## src/rtl/hpdcache_pkg.sv

```systemverilog
// Shared HPDcache types and constants used by the CMO front-end slice.
package hpdcache_pkg;

   localparam int unsigned HPDCACHE_PA_WIDTH     = 40;
   localparam int unsigned HPDCACHE_OFFSET_WIDTH = 6;
   localparam int unsigned HPDCACHE_NLINE_WIDTH  = HPDCACHE_PA_WIDTH - HPDCACHE_OFFSET_WIDTH;
   localparam int unsigned HPDCACHE_WORD_WIDTH   = 64;
   localparam int unsigned HPDCACHE_REQ_WORDS    = 2;

   // Consecutive memory-side grants tolerated while a core CMO waits.
   localparam int unsigned HPDCACHE_CMO_STARVE_LIMIT_DEFAULT = 3;

   typedef logic [HPDCACHE_PA_WIDTH-1:0]    hpdcache_req_addr_t;
   typedef logic [HPDCACHE_NLINE_WIDTH-1:0] hpdcache_nline_t;
   typedef logic [HPDCACHE_WORD_WIDTH-1:0]  hpdcache_data_word_t;
   typedef hpdcache_data_word_t [HPDCACHE_REQ_WORDS-1:0] hpdcache_req_data_t;

   // One-hot CMO operation seen by the CMO handler.
   typedef struct packed {
      logic is_fence;
      logic is_inval_by_nline;
      logic is_inval_by_set;
      logic is_inval_all;
   } hpdcache_cmoh_op_t;

   // Operation encoding used for every memory-side line invalidation.
   function automatic hpdcache_cmoh_op_t hpdcache_cmo_op_inval_nline();
      hpdcache_cmoh_op_t op;
      op                   = '0;
      op.is_inval_by_nline = 1'b1;
      return op;
   endfunction

endpackage

```

## src/rtl/hpdcache_cmo_minv_fifo.sv

```systemverilog
// Small synchronous FIFO of cache-line numbers for memory-side invalidations.
// A push is accepted while full only when a pop happens in the same cycle.
module hpdcache_cmo_minv_fifo
   import hpdcache_pkg::*;
#(
   parameter int unsigned DEPTH = 4
)(
   input  logic            clk_i,
   input  logic            rst_i,
   input  logic            push_i,
   input  hpdcache_nline_t data_i,
   output logic            full_o,
   input  logic            pop_i,
   output hpdcache_nline_t data_o,
   output logic            empty_o
);

   localparam int unsigned AW = (DEPTH > 1) ? $clog2(DEPTH) : 1;

   hpdcache_nline_t  mem_r [DEPTH];
   logic [AW-1:0]    wptr_r;
   logic [AW-1:0]    rptr_r;
   logic [AW:0]      cnt_r;
   logic             do_push_s;
   logic             do_pop_s;

   assign empty_o   = (cnt_r == {(AW+1){1'b0}});
   assign full_o    = (cnt_r == (AW+1)'(DEPTH));
   assign do_pop_s  = pop_i & ~empty_o;
   assign do_push_s = push_i & (~full_o | do_pop_s);
   assign data_o    = mem_r[rptr_r];

   // Payload storage; contents are only meaningful under the occupancy count.
   always_ff @(posedge clk_i) begin
      if (do_push_s) begin
         mem_r[wptr_r] <= data_i;
      end
   end

   // Pointers and occupancy; pointers wrap naturally since DEPTH is a power of two.
   always_ff @(posedge clk_i) begin
      if (rst_i) begin
         wptr_r <= {AW{1'b0}};
         rptr_r <= {AW{1'b0}};
         cnt_r  <= {(AW+1){1'b0}};
      end else begin
         if (do_push_s) begin
            wptr_r <= wptr_r + AW'(1);
         end
         if (do_pop_s) begin
            rptr_r <= rptr_r + AW'(1);
         end
         case ({do_push_s, do_pop_s})
            2'b10:   cnt_r <= cnt_r + (AW+1)'(1);
            2'b01:   cnt_r <= cnt_r - (AW+1)'(1);
            default: cnt_r <= cnt_r;
         endcase
      end
   end

endmodule

```

## src/rtl/hpdcache_cmo_arb.sv

```systemverilog
// Front-end of the CMO handler: holds one core CMO, buffers memory-side
// invalidations, arbitrates with bounded core starvation and returns a
// tagged completion pulse for core requests.
module hpdcache_cmo_arb
   import hpdcache_pkg::*;
#(
   parameter int unsigned MINV_FIFO_DEPTH = 4,
   parameter int unsigned STARVE_LIMIT    = HPDCACHE_CMO_STARVE_LIMIT_DEFAULT,
   parameter int unsigned TID_WIDTH       = 6
)(
   input  logic                 clk_i,
   input  logic                 rst_i,

   input  logic                 core_req_valid_i,
   output logic                 core_req_ready_o,
   input  hpdcache_cmoh_op_t    core_req_op_i,
   input  hpdcache_req_addr_t   core_req_addr_i,
   input  hpdcache_data_word_t  core_req_wdata_i,
   input  logic [TID_WIDTH-1:0] core_req_tid_i,

   output logic                 core_rsp_valid_o,
   output logic [TID_WIDTH-1:0] core_rsp_tid_o,

   input  logic                 minv_valid_i,
   output logic                 minv_ready_o,
   input  hpdcache_nline_t      minv_nline_i,

   output logic                 cmo_req_valid_o,
   input  logic                 cmo_req_ready_i,
   output hpdcache_cmoh_op_t    cmo_req_op_o,
   output hpdcache_req_addr_t   cmo_req_addr_o,
   output hpdcache_req_data_t   cmo_req_wdata_o,
   output logic                 cmo_req_mem_inval_o,
   output logic                 cmo_busy_o
);

   localparam int unsigned STARVE_W = (STARVE_LIMIT > 0) ? $clog2(STARVE_LIMIT + 1) : 1;
   localparam logic [STARVE_W-1:0] STARVE_MAX = STARVE_W'(STARVE_LIMIT);

   // Core holding register
   logic                 core_valid_r;
   hpdcache_cmoh_op_t    core_op_r;
   hpdcache_req_addr_t   core_addr_r;
   hpdcache_data_word_t  core_wdata_r;
   logic [TID_WIDTH-1:0] core_tid_r;

   // Arbitration and completion tracking
   logic [STARVE_W-1:0]  starve_cnt_r;
   logic                 busy_r;
   logic                 rsp_pending_r;
   logic [TID_WIDTH-1:0] rsp_tid_r;

   // Memory-invalidation FIFO interface
   logic                 fifo_push_s;
   logic                 fifo_pop_s;
   logic                 fifo_full_s;
   logic                 fifo_empty_s;
   hpdcache_nline_t      fifo_nline_s;

   logic                 core_accept_s;
   logic                 sel_mem_s;
   logic                 grant_s;
   logic                 grant_mem_s;
   logic                 grant_core_s;
   logic                 done_s;

   hpdcache_cmo_minv_fifo #(
      .DEPTH (MINV_FIFO_DEPTH)
   ) i_minv_fifo (
      .clk_i   (clk_i),
      .rst_i   (rst_i),
      .push_i  (fifo_push_s),
      .data_i  (minv_nline_i),
      .full_o  (fifo_full_s),
      .pop_i   (fifo_pop_s),
      .data_o  (fifo_nline_s),
      .empty_o (fifo_empty_s)
   );

   assign core_req_ready_o = ~core_valid_r;
   assign core_accept_s    = core_req_valid_i & ~core_valid_r;
   assign minv_ready_o     = ~fifo_full_s;
   assign fifo_push_s      = minv_valid_i & ~fifo_full_s;

   // The memory side wins unless the waiting core request has hit the starvation cap.
   assign sel_mem_s       = ~fifo_empty_s & (~core_valid_r | (starve_cnt_r != STARVE_MAX));
   assign cmo_req_valid_o = ~busy_r & (core_valid_r | ~fifo_empty_s);
   assign grant_s         = cmo_req_valid_o & cmo_req_ready_i;
   assign grant_mem_s     = grant_s & sel_mem_s;
   assign grant_core_s    = grant_s & ~sel_mem_s;
   assign fifo_pop_s      = grant_mem_s;

   // Handler is back in idle on the first ready cycle after a grant.
   assign done_s           = busy_r & cmo_req_ready_i;
   assign cmo_busy_o       = busy_r;
   assign core_rsp_valid_o = done_s & rsp_pending_r & ~rst_i;
   assign core_rsp_tid_o   = rsp_tid_r;

   // Request payload steering for the currently selected source.
   always_comb begin
      cmo_req_op_o        = core_op_r;
      cmo_req_addr_o      = core_addr_r;
      cmo_req_wdata_o     = '0;
      cmo_req_mem_inval_o = 1'b0;
      if (sel_mem_s) begin
         cmo_req_op_o        = hpdcache_cmo_op_inval_nline();
         cmo_req_addr_o      = {fifo_nline_s, {HPDCACHE_OFFSET_WIDTH{1'b0}}};
         cmo_req_mem_inval_o = 1'b1;
      end else begin
         cmo_req_wdata_o[0]  = core_wdata_r;
      end
   end

   // Core holding register: capture when empty, release on a core grant.
   always_ff @(posedge clk_i) begin
      if (rst_i) begin
         core_valid_r <= 1'b0;
         core_op_r    <= '0;
         core_addr_r  <= {HPDCACHE_PA_WIDTH{1'b0}};
         core_wdata_r <= {HPDCACHE_WORD_WIDTH{1'b0}};
         core_tid_r   <= {TID_WIDTH{1'b0}};
      end else if (core_accept_s) begin
         core_valid_r <= 1'b1;
         core_op_r    <= core_req_op_i;
         core_addr_r  <= core_req_addr_i;
         core_wdata_r <= core_req_wdata_i;
         core_tid_r   <= core_req_tid_i;
      end else if (grant_core_s) begin
         core_valid_r <= 1'b0;
      end
   end

   // Starvation counter: memory grants taken while a core request is waiting.
   always_ff @(posedge clk_i) begin
      if (rst_i) begin
         starve_cnt_r <= {STARVE_W{1'b0}};
      end else if (~core_valid_r | grant_core_s) begin
         starve_cnt_r <= {STARVE_W{1'b0}};
      end else if (grant_mem_s) begin
         starve_cnt_r <= starve_cnt_r + STARVE_W'(1);
      end
   end

   // Busy tracking and the pending core response tag.
   always_ff @(posedge clk_i) begin
      if (rst_i) begin
         busy_r        <= 1'b0;
         rsp_pending_r <= 1'b0;
         rsp_tid_r     <= {TID_WIDTH{1'b0}};
      end else if (grant_s) begin
         busy_r        <= 1'b1;
         rsp_pending_r <= grant_core_s;
         rsp_tid_r     <= core_tid_r;
      end else if (done_s) begin
         busy_r        <= 1'b0;
         rsp_pending_r <= 1'b0;
      end
   end

endmodule
```

## config.mk

```make
export PLATFORM = sky130hd
export DESIGN_NAME = hpdcache_cmo_arb
export DESIGN_NICKNAME = d
export VERILOG_FILES = /design/src/rtl/hpdcache_pkg.sv /design/src/rtl/hpdcache_cmo_minv_fifo.sv /design/src/rtl/hpdcache_cmo_arb.sv
export SDC_FILE = /design/constraint.sdc
export NUM_CORES = 1
export LEC_CHECK = 0
export ABC_AREA = 1
export CORE_MARGIN = 2
export CORE_UTILIZATION = 43
export DETAILED_ROUTE_END_ITERATION = 8
export HOLD_SLACK_MARGIN = 0.12
export PLACE_DENSITY_LB_ADDON = 0.15
export SYNTH_ARGS = -nofsm -noshare
export SYNTH_HDL_FRONTEND = slang
export SYNTH_SLANG_ARGS = --single-unit
```

## constraint.sdc

```tcl
create_clock -name clk_i -period 2.8 [get_ports clk_i]
set_clock_uncertainty 0.2 [all_clocks]
set_input_delay 0.56 -clock clk_i [delete_from_list [all_inputs] [get_ports clk_i]]
set_output_delay 0.56 -clock clk_i [all_outputs]
set_load 0.02 [all_outputs]
```

==> flow_metrics.env, run 1 <==
export IMPL_critPathKind="flop to primary output"
export IMPL_ys_async_sr_fraction_pct=0
export IMPL_finalPower_mw=16.1
export IMPL_finalNetCount=1659
export IMPL_fin_setup_tns_ns=-0.254
export IMPL_dp_cells=1777
export IMPL_gp_congestion=0.790
export IMPL_clk_path_buf_depth=3
export IMPL_timing_rr_end="i_minv_fifo.cnt_r[2]"
export IMPL_whs_ns=0.267
export IMPL_drv_slew=0
export IMPL_first_pass_iters=4
export IMPL_top_layer_used="met5"
export IMPL_drv_cap=0
export IMPL_finalCritPeriodShare_pct=101
export IMPL_ctsHoldBuffers=0
export IMPL_antenna_found_initial=2
export IMPL_core_area_mm2=0.0269
export IMPL_crit_path_end_kind="primary output"
export IMPL_seq_area_frac_synth_pct=57.8
export IMPL_fmax_mhz=352
export IMPL_pwr_share_seq_pct=29.6
export IMPL_initial_core_util_pct=43.6
export IMPL_setup_violations=11
export IMPL_syn_area_per_cell_um2=9.80
export IMPL_static_leakage_power_nw=6.23
export IMPL_synthFlopType="edfxtp_1"
export IMPL_layout_setup_ws_ns=-0.0387
export IMPL_hpwl_um=19900
export IMPL_syn_inst=1195
export IMPL_die_h_um=169
export IMPL_rsz0062_at_grt="yes"
export IMPL_drt_initial_drc_count=463
export IMPL_p_int_mw=10.1
export IMPL_syn_to_final_growth_pct=37.2
export IMPL_port_buffers=272
export IMPL_die_w_um=169
export IMPL_grt_pass1_wl_um=45500
export IMPL_ant_nets=0
export IMPL_remaining_drc_errors=0
export IMPL_cts_sinks=270
export IMPL_met3WireLength_um=1930
export IMPL_gr_usage_all_layers_pct=20.2
export IMPL_worstSetupStartpointType="flop"
export IMPL_cp_max_fo=7
export IMPL_violations="setup timing"
export IMPL_yosys_warnings=0
export IMPL_clockPowerShare_pct=23.7
export IMPL_synthDistinctLibCells=29
export IMPL_setup_worst_path_start="starve_cnt_r[1]"
export IMPL_grt_max_degree=121
export IMPL_drt_met1_wl_um=13200
export IMPL_clock_latency_ns=0.54
export IMPL_drive_above_1_share_pct=21.2
export IMPL_status="finished with violations"
export IMPL_swShare_pct=36.9
export IMPL_synth_area_mm2=0.0117
export IMPL_overflow=0
export IMPL_cp_arrival_ns=2.08
export IMPL_reg2reg_slack_ns=0.34
export IMPL_via_count=8911
export IMPL_wl_per_cell_um=16.4
export IMPL_cp_required_ns=2.04
export IMPL_grt_pass1_vias=8209
export IMPL_cts_clk_slew_worst_paths_ns=0.06
export IMPL_timing_rr_start="starve_cnt_r[1]"
export IMPL_p_sw_mw=5.92
export IMPL_numCtsBuffers=29
export IMPL_ys_ff_latch=270
export IMPL_combPwrFrac_pct=46.7
export IMPL_power_density_mw_per_mm2=999
export IMPL_hold_viol=0
export IMPL_reg2reg_depth=12
export IMPL_viasPerCell=4.78
export IMPL_synth_edf_count=136
export IMPL_route_met2_wl_um=15000
export IMPL_final_core_util_pct=59.8
export IMPL_std_cell_rows=60
export IMPL_cts_root_buf="clkbuf_16"
export IMPL_cts_tree="built"
export IMPL_period_minus_slack_ns=2.84
export IMPL_wirelength_um=30600
export IMPL_fin_cells=1863
export IMPL_vdd_drop_max_v=0.000625
export IMPL_antenna_cells=0
export IMPL_hold_path_depth=2
export IMPL_worstHoldPathType="flop to flop"
export IMPL_crit_path_end="cmo_req_wdata_o[52]"
export IMPL_cts_htree_levels=1
export IMPL_pin_count=337
export IMPL_die_area_mm2=0.0286
-- cell usage in the layout (no fill, tap or decap), drive strengths merged --
| cell | netlist | routed |
|---|---|---|
| or2 | 1 | 1 |
| inv | 90 | 90 |
| o21ai | 193 | 193 |
| nor2 | 337 | 337 |
| nand2 | 21 | 21 |
| xor2 | 2 | 2 |
| buf | 114 | 137 |
| bufbuf | 0 | 1 |
| a31oi | 34 | 34 |
| bufinv | 0 | 1 |
| ha | 6 | 6 |
| dfxtp | 134 | 134 |
| conb | 1 | 64 |
| edfxtp | 136 | 136 |
| clkdlybuf4s50 | 0 | 161 |
| clkdlybuf4s15 | 0 | 14 |
| dlygate4sd2 | 0 | 14 |
| nand3 | 9 | 9 |
| a21oi | 89 | 89 |
| clkbuf | 27 | 66 |
| fa | 1 | 1 |
| clkinvlp | 0 | 1 |
| clkinv | 0 | 10 |
-- worst max-delay path, cell delays in order, from the launching register on --
cell and delay, ns:
dfxtp_2 0.33, ha_2 0.17, nand2_2 0.07, nand2_4 0.13, inv_12 0.06, buf_12 0.14, buf_12 0.15, buf_12 0.14
buf_4 0.13, nor2_4 0.06, buf_4 0.14
-- repair_timing --
action	CTS	global route
gates cloned	3	2
setup buffers	14	13
endpoints found under the setup margin	111	54
gates resized for setup	368	115
pin swaps	5	3
-- power by group through the flow --
stage / clock (mW) / sequential (mW) / combinational (mW)
after floorplan: 0 / 4.81 / 3.93
after CTS: 3.90 / 4.75 / 6.75
final: 3.81 / 4.75 / 7.50
after detailed placement: 0 / 4.83 / 6.66
after global placement: 0 / 4.82 / 6.65
after global routing: 4.06 / 4.79 / 8.00
-- area by class of cell --
cell class	instances	area (µm²)
Multi-Input combinational cell	757	4060
Fill cell	2275	10800
Sequential cell	270	6770
Timing Repair inverter	1	16.3
Timing Repair Buffer	350	3480
Clock buffer	43	881
Inverter	90	354
Clock inverter	11	86.3
Tap cell	341	427
-- logic make-up (layout without fill, tap and decap cells) --
logic type | Yosys count | in the layout | synth area share [%]
adder cells (fa/ha/maj) | 7 | 7 | 0.812
flip-flops | 270 | 270 | 57.8
AND/OR/NAND/NOR | 368 | 368 | 16.6
XOR/XNOR | 2 | 2 | 0.150
buffers and inverters | 231 | 495 | 10.8
other | 1 | 64 | 0.0320
AO/OA/AOI/OAI | 316 | 316 | 13.9
-- sequential cells by signal, summed over array words and instances, names as in the netlist, named ones only --
register,flops
i_minv_fifo.mem_r,136
core_wdata_r,64
core_addr_r,40
core_rsp_tid_o,6
core_tid_r,6
core_op_r,4
i_minv_fifo.cnt_r,3
i_minv_fifo.rptr_r,2
i_minv_fifo.wptr_r,2
starve_cnt_r,2
cmo_busy_o,1
core_valid_r,1
rsp_pending_r,1
-- stage by stage --
step                      setup WS, ns  cell area, µm²
final                          -0.0387           16100
after global routing            -0.106           16100
after CTS                       -0.126           15800
after detailed placement       -0.0766           14900
after global placement         -0.0505           14900
after floorplan                 -0.126           12000
-- cell usage after synthesis (3+ instances only) --
cell type / n / share of area [%]
nor2_1: 266 / 8.5
buf_4: 69 / 4.4
o21ai_1: 15 / 0.64
clkbuf_1: 25 / 0.80
o21ai_0: 178 / 7.6
buf_8: 7 / 0.90
nand2_1: 18 / 0.58
buf_2: 35 / 1.5
ha_1: 6 / 0.64
edfxtp_1: 136 / 35
inv_1: 86 / 2.8
a31oi_1: 34 / 1.8
nor2_4: 70 / 6.7
dfxtp_1: 134 / 23
inv_2: 3 / 0.096
a21oi_1: 89 / 3.8
nand3_1: 8 / 0.34
-- metal layers --
metal,track usage [%],up-vias
met3,4.37,31
li1,-,4447
met1,26.3,4171
met2,35.2,258
met5,0,-
met4,3.60,4
-- worst min-delay path by stage --
stage | start | endpoint | slack (ns)
2_1_floorplan | core_op_r[3] | core_op_r[3] | 0.23
3_3_place_gp | core_wdata_r[63] | core_wdata_r[63] | 0.24
3_5_place_dp | core_wdata_r[63] | core_wdata_r[63] | 0.25
4_1_cts | core_wdata_r[63] | core_wdata_r[63] | 0.26
5_1_grt | core_rsp_tid_o[3] | core_rsp_tid_o[3] | 0.29
6_report | rsp_pending_r | rsp_pending_r | 0.27
Note: power is estimated with default switching activity, not from simulation.
==> inputs of run 2 (changes only) <==
--- a/config.mk
+++ b/config.mk
@@ -7,10 +7,11 @@
 export LEC_CHECK = 0
 export ABC_AREA = 1
 export CORE_MARGIN = 2
-export CORE_UTILIZATION = 43
+export CORE_UTILIZATION = 32
 export DETAILED_ROUTE_END_ITERATION = 8
 export HOLD_SLACK_MARGIN = 0.12
 export PLACE_DENSITY_LB_ADDON = 0.15
+export SKIP_LAST_GASP = 1
 export SYNTH_ARGS = -nofsm -noshare
 export SYNTH_HDL_FRONTEND = slang
 export SYNTH_SLANG_ARGS = --single-unit
==> run 2 against run 1 <==
The run now ends clean. Sequential share of layout area decreased by 0.17 points. Critical path type unchanged. Count of clock-buffer cells in the layout decreased by 8. Clock power rose by 11%. Global-route usage fell by 3.8 points. Critical path depth down 1. Sequential power barely moved. Largest power group unchanged. Core utilization shrank 15 points. First-iteration DRC count is 24% lower. Worst hold slack worse by 0.011 ns. Total power down 0.60%. Non-clock buffer count shrank 13. Routed wire length rose by 7.1%.
==> flow_metrics.env, run 2 (synthesized netlist as in run 1, its figures left out) <==
export IMPL_status="completed"
export IMPL_vdd_drop_max_v=0.000505
export IMPL_drv_slew=0
export IMPL_wl_per_cell_um=16.5
export IMPL_initial_core_util_pct=32.2
export IMPL_p_sw_mw=6.02
export IMPL_busiest_layer="met2"
export IMPL_gr_usage_all_layers_pct=16.4
export IMPL_clockPowerShare_pct=26.4
export IMPL_syn_to_final_growth_pct=37.8
export IMPL_antenna_found_initial=3
export IMPL_antenna_cells=0
export IMPL_gp_congestion=0.728
export IMPL_worst_path_largest_cell_delay_ns=0.33
export IMPL_setup_violations=0
export IMPL_cp_max_fo=8
export IMPL_fmax_mhz=360
export IMPL_worstSetupStartpointType="flop"
export IMPL_ant_nets=0
export IMPL_fin_cells=1980
export IMPL_cts_tree="built"
export IMPL_remaining_drc_errors=0
export IMPL_fin_setup_tns_ns=0
export IMPL_reg2reg_slack_ns=0.22
export IMPL_rsz0062_at_grt="yes"
export IMPL_hpwl_um=20600
export IMPL_cts_htree_levels=1
export IMPL_hold_path_depth=2
export IMPL_drive_above_1_share_pct=22.0
export IMPL_cp_required_ns=2.04
export IMPL_relSlewSlack_pct=65.1
export IMPL_grt_util_met1_pct=20.7
export IMPL_crit_chain="ha_4 > nand2_4 > nand2_8 > inv_16 > buf_12 > buf_12 > nor2_1 > a31oi_2 > buf_4"
export IMPL_largest_register_ffs=136
export IMPL_largest_register="i_minv_fifo.mem_r"
export IMPL_timing_rr_start="starve_cnt_r[0]"
export IMPL_pwr_share_seq_pct=29.8
export IMPL_overflow=0
export IMPL_cp_arrival_ns=2.02
export IMPL_final_common_cell="nor2_1"
export IMPL_pin_count=337
export IMPL_critPathKind="flop to primary output"
export IMPL_swShare_pct=37.7
export IMPL_clk_path_buf_depth=3
export IMPL_drt_initial_drc_count=351
export IMPL_via_count=8884
export IMPL_slowest_stage="dfxtp_2"
export IMPL_wirelength_um=32700
export IMPL_die_h_um=195
export IMPL_hold_end="core_op_r[3]"
export IMPL_combPwrFrac_pct=43.8
export IMPL_period_minus_slack_ns=2.78
export IMPL_tightest_slew_ns=0.523
export IMPL_worstHoldPathType="flop to flop"
export IMPL_viasPerCell=4.49
export IMPL_p_int_mw=9.94
export IMPL_finalNetCount=1648
export IMPL_min_from="core_op_r[3]"
export IMPL_met2_usage_pct=29.2
export IMPL_numCtsBuffers=30
export IMPL_static_leakage_power_nw=6.11
export IMPL_ctsHoldBuffers=0
export IMPL_port_buffers=272
export IMPL_crit_path_end_kind="primary output"
export IMPL_core_area_mm2=0.0363
export IMPL_largestRegisters="i_minv_fifo.mem_r (136), core_wdata_r (64), core_addr_r (40)"
export IMPL_final_cell_mix="nor2_1 (257), o21ai_0 (177), clkdlybuf4s50_1 (161), edfxtp_1 (136), dfxtp_1 (129)"
export IMPL_grt_use_met3_pct=3.02
export IMPL_grt_pass1_wl_um=49100
export IMPL_cts_sinks=270
export IMPL_dp_cells=1905
export IMPL_grt_max_degree=121
export IMPL_power_density_mw_per_mm2=988
export IMPL_cts_clk_slew_worst_paths_ns=0.06
export IMPL_cts_root_buf="clkbuf_16"
export IMPL_finalCritPeriodShare_pct=99.1
export IMPL_std_cell_rows=70
export IMPL_die_w_um=195
export IMPL_clock_latency_ns=0.55
export IMPL_die_area_mm2=0.0382
export IMPL_hold_viol=0
export IMPL_cp_common_cell="buf_12"
export IMPL_reg2reg_depth=13
export IMPL_drv_cap=0
export IMPL_grt_pass1_vias=8686
export IMPL_timing_rr_end="i_minv_fifo.cnt_r[2]"
export IMPL_first_pass_iters=5
[run 2: cell types whose count changed in the layout (fill, tap and decap cells not counted), moves of 3 or more]
cell / before / now
buf_12: 25 / 21
bufinv_16: 1 / 6
nor2_2: 8 / 4
buf_2: 35 / 22
clkdlybuf4s15_1: 14 / 0
nor2_1: 251 / 257
dlygate4sd2_1: 14 / 4
clkbuf_8: 6 / 0
buf_6: 14 / 6
clkdlybuf4s15_2: 0 / 24
buf_16: 4 / 1
clkbuf_2: 21 / 40
a31oi_1: 26 / 22
[run 2: layer usage]
metal	part of all wire, %	wire [µm]
met3	5.5	1790
met2	49	15900
met4	1.9	608
met1	44	14400
met5	0.049	16
[run 2: power by group through the flow]
stage,combinational [mW],sequential (mW),clock (mW)
floorplan,3.93,4.81,0
global placement,6.51,4.82,0
detailed placement,6.54,4.83,0
CTS,6.78,4.75,4.33
global route,7.56,4.80,4.46
finish,6.99,4.75,4.22
[run 2: worst max path at each step]
stage	from	to	slack (ns)	depth (start not counted)
floorplan	i_minv_fifo.cnt_r[0]	i_minv_fifo.mem_r[0][0]	-0.13	4
global placement	cmo_req_ready_i	core_rsp_valid_o	0.002	4
detailed placement	cmo_req_ready_i	core_rsp_valid_o	-0.01	4
CTS	starve_cnt_r[0]	cmo_req_addr_o[33]	-0.08	9
global route	starve_cnt_r[1]	cmo_req_addr_o[26]	-0.05	9
finish	starve_cnt_r[0]	cmo_req_addr_o[19]	0.02	9
[run 2: stage by stage]
stage	setup slack (ns)	utilization (%)	hold WS, ns	power (mW)	cell area, µm²
2_1_floorplan	-0.126	-	0.230	8.74	12000
3_3_place_gp	0.00168	41.1	0.241	11.3	14900
3_5_place_dp	-0.0148	41.1	0.250	11.4	14900
4_1_cts	-0.0758	44.3	0.258	15.9	16100
5_1_grt	-0.0522	44.4	0.289	16.8	16100
6_report	0.0244	44.4	0.256	16.0	16100
[run 2: cell type report]
cell class | count | area, µm²
fillers | 3518 | 20200
flip-flops and latches | 270 | 6780
multi-input cells | 757 | 4110
repair buffers | 337 | 3230
clock buffers | 35 | 791
well taps | 468 | 586
inverters | 90 | 358
clock inverters | 21 | 265
repair inverters | 2 | 41.3
[run 2: repair_timing]
action,4_1_cts,5_1_grt
endpoints found under the setup margin,111,92
gates resized for setup,348,127
pin swaps,3,1
cloned,1,3
buffers inserted,13,3
[run 2: critical path: cells and delay by family, from the launching register on]
| family | cells | cell delay (ns) |
|---|---|---|
| buffers and inverters | 4 | 0.55 |
| DFF | 1 | 0.33 |
| adders and majority gates | 1 | 0.16 |
| AOI/OAI and AO/OA | 1 | 0.21 |
| and+or+nand+nor | 3 | 0.21 |
==> inputs of run 3 (changes only) <==
--- a/config.mk
+++ b/config.mk
@@ -6,6 +6,7 @@
 export NUM_CORES = 1
 export LEC_CHECK = 0
 export ABC_AREA = 1
+export CAP_MARGIN = 30
 export CORE_MARGIN = 2
 export CORE_UTILIZATION = 32
 export DETAILED_ROUTE_END_ITERATION = 8
@@ -15,3 +16,4 @@
 export SYNTH_ARGS = -nofsm -noshare
 export SYNTH_HDL_FRONTEND = slang
 export SYNTH_SLANG_ARGS = --single-unit
+export TNS_END_PERCENT = 1
==> run 3 against run 2 <==
Critical path depth shrank 2. Die area unchanged. Sequential power about the same. Total power down 5.8%. The run now ends with setup timing left. Largest power group unchanged. Largest cell class unchanged. Cell count decreased by 0.86%. Setup slack worse by 0.20 ns. Clock power about the same. First-iteration DRC count increased by 4.8%. Maximum frequency is 6.6% lower. Routed wire length shrank 5.1%.
==> flow_metrics.env, run 3 (synthesized netlist as in run 1, its figures left out) <==
export IMPL_numCtsBuffers=30
export IMPL_core_area_mm2=0.0363
export IMPL_grt_util_met1_pct=20.5
export IMPL_relSlewSlack_pct=65.2
export IMPL_largest_register_ffs=136
export IMPL_cts_root_buf="clkbuf_16"
export IMPL_drv_slew=0
export IMPL_die_h_um=195
export IMPL_worstSetupStartpointType="flop"
export IMPL_cts_tree="built"
export IMPL_die_area_mm2=0.0382
export IMPL_port_buffers=272
export IMPL_first_pass_iters=4
export IMPL_violations="setup timing"
export IMPL_place_area_mm2=0.0149
export IMPL_power_density_mw_per_mm2=944
export IMPL_overflow=0
export IMPL_wirelength_um=31100
export IMPL_static_leakage_power_nw=6.19
export IMPL_hold_viol=0
export IMPL_fin_cells=1963
export IMPL_ant_nets=0
export IMPL_busiest_layer="met2"
export IMPL_final_core_util_pct=43.8
export IMPL_cp_arrival_ns=2.21
export IMPL_pin_count=337
export IMPL_drt_initial_drc_count=368
export IMPL_dp_cells=1905
export IMPL_initial_core_util_pct=32.2
export IMPL_vdd_drop_max_v=0.000490
export IMPL_period_minus_slack_ns=2.97
export IMPL_final_area_mm2=0.0159
export IMPL_final_common_cell="nor2_1"
export IMPL_antenna_found_initial=3
export IMPL_remaining_drc_errors=0
export IMPL_die_w_um=195
export IMPL_drv_cap=0
export IMPL_syn_to_final_growth_pct=35.9
export IMPL_whs_ns=0.255
export IMPL_final_cell_mix="nor2_1 (262), o21ai_0 (178), clkdlybuf4s50_1 (164), edfxtp_1 (136), dfxtp_1 (132)"
export IMPL_hpwl_um=20600
export IMPL_antenna_cells=0
export IMPL_clock_latency_ns=0.55
export IMPL_cp_max_fo=34
export IMPL_finalCritPeriodShare_pct=106
export IMPL_setup_violations=104
export IMPL_fmax_mhz=336
export IMPL_largest_register="i_minv_fifo.mem_r"
export IMPL_gr_usage_all_layers_pct=16.0
export IMPL_status="finished with violations"
export IMPL_cp_required_ns=2.04
export IMPL_met2_usage_pct=28.2
export IMPL_clk_path_buf_depth=3
export IMPL_grt_pass1_vias=8585
export IMPL_critPathKind="flop to primary output"
export IMPL_wl_per_cell_um=15.8
export IMPL_viasPerCell=4.48
export IMPL_largestRegisters="i_minv_fifo.mem_r (136), core_wdata_r (64), core_addr_r (40)"
export IMPL_grt_max_degree=121
export IMPL_worstHoldPathType="flop to flop"
export IMPL_drive_above_1_share_pct=12.7
export IMPL_tightest_slew_ns=0.522
export IMPL_grt_pass1_wl_um=48200
export IMPL_layout_setup_ws_ns=-0.173
export IMPL_gp_congestion=0.728
export IMPL_rsz0062_at_grt="yes"
export IMPL_std_cell_rows=70
export IMPL_crit_path_end_kind="primary output"
export IMPL_finalNetCount=1631
export IMPL_cts_sinks=270
export IMPL_ctsHoldBuffers=0
export IMPL_via_count=8799
export IMPL_fin_setup_tns_ns=-9.51
export IMPL_cts_clk_slew_worst_paths_ns=0.06
export IMPL_grt_use_met3_pct=2.71
export IMPL_cts_htree_levels=1
-- run 3: area by class of cell --
cell class	instances	area [µm²]
clock buffer	35	791
clock inverter	21	265
fill	3565	20400
inverter	90	358
multi-input combinational	757	3960
sequential	270	6770
tap	468	586
timing repair buffer	322	3190
-- run 3: per-layer routing --
layer	up-vias	share of wire [%]
li1	4384	-
met1	4111	44
met2	261	49
met3	41	5.4
met4	2	2.0
met5	-	0.051
-- run 3: metrics by stage --
stage | worst slack, ns | total power [mW]
floorplan | -0.126 | 8.74
global placement | 0.00168 | 11.3
detailed placement | -0.0148 | 11.4
CTS | -0.237 | 15.3
global route | -0.278 | 15.9
finish | -0.173 | 15.0
-- run 3: final timing paths --
kind	start	endpoint	slack [ns]	cells past startpoint
worst max-delay path	i_minv_fifo.cnt_r[1]	cmo_req_op_o[0]	-0.17	7
worst min-delay path	core_op_r[3]	core_op_r[3]	0.25	2
worst max register to register	i_minv_fifo.cnt_r[1]	i_minv_fifo.cnt_r[2]	0.42	11
worst min register to register	core_op_r[3]	core_op_r[3]	0.25	2
-- run 3: report_power, final --
group	switching (mW)	internal (mW)	leakage, nW
registers	0.149	4.59	2.36
logic	3.83	2.27	3.32
clock network	1.63	2.57	0.519
total	5.61	9.43	6.19
-- run 3: critical path, cell delays in order, from the launching register on --
cell and delay, ns:
dfxtp_1 0.34, nor2_2 0.16, nand2_2 0.09, nand2_4 0.13, inv_16 0.10, buf_16 0.17
nor2_4 0.07, clkdlybuf4s50_1 0.60
-- run 3: repair_timing --
| action | in CTS | in global routing |
|---|---|---|
| buffers inserted | 2 | 0 |
| endpoints found under the setup margin | 111 | 111 |
| pin swaps | 0 | 0 |
| resized for setup | 113 | 11 |
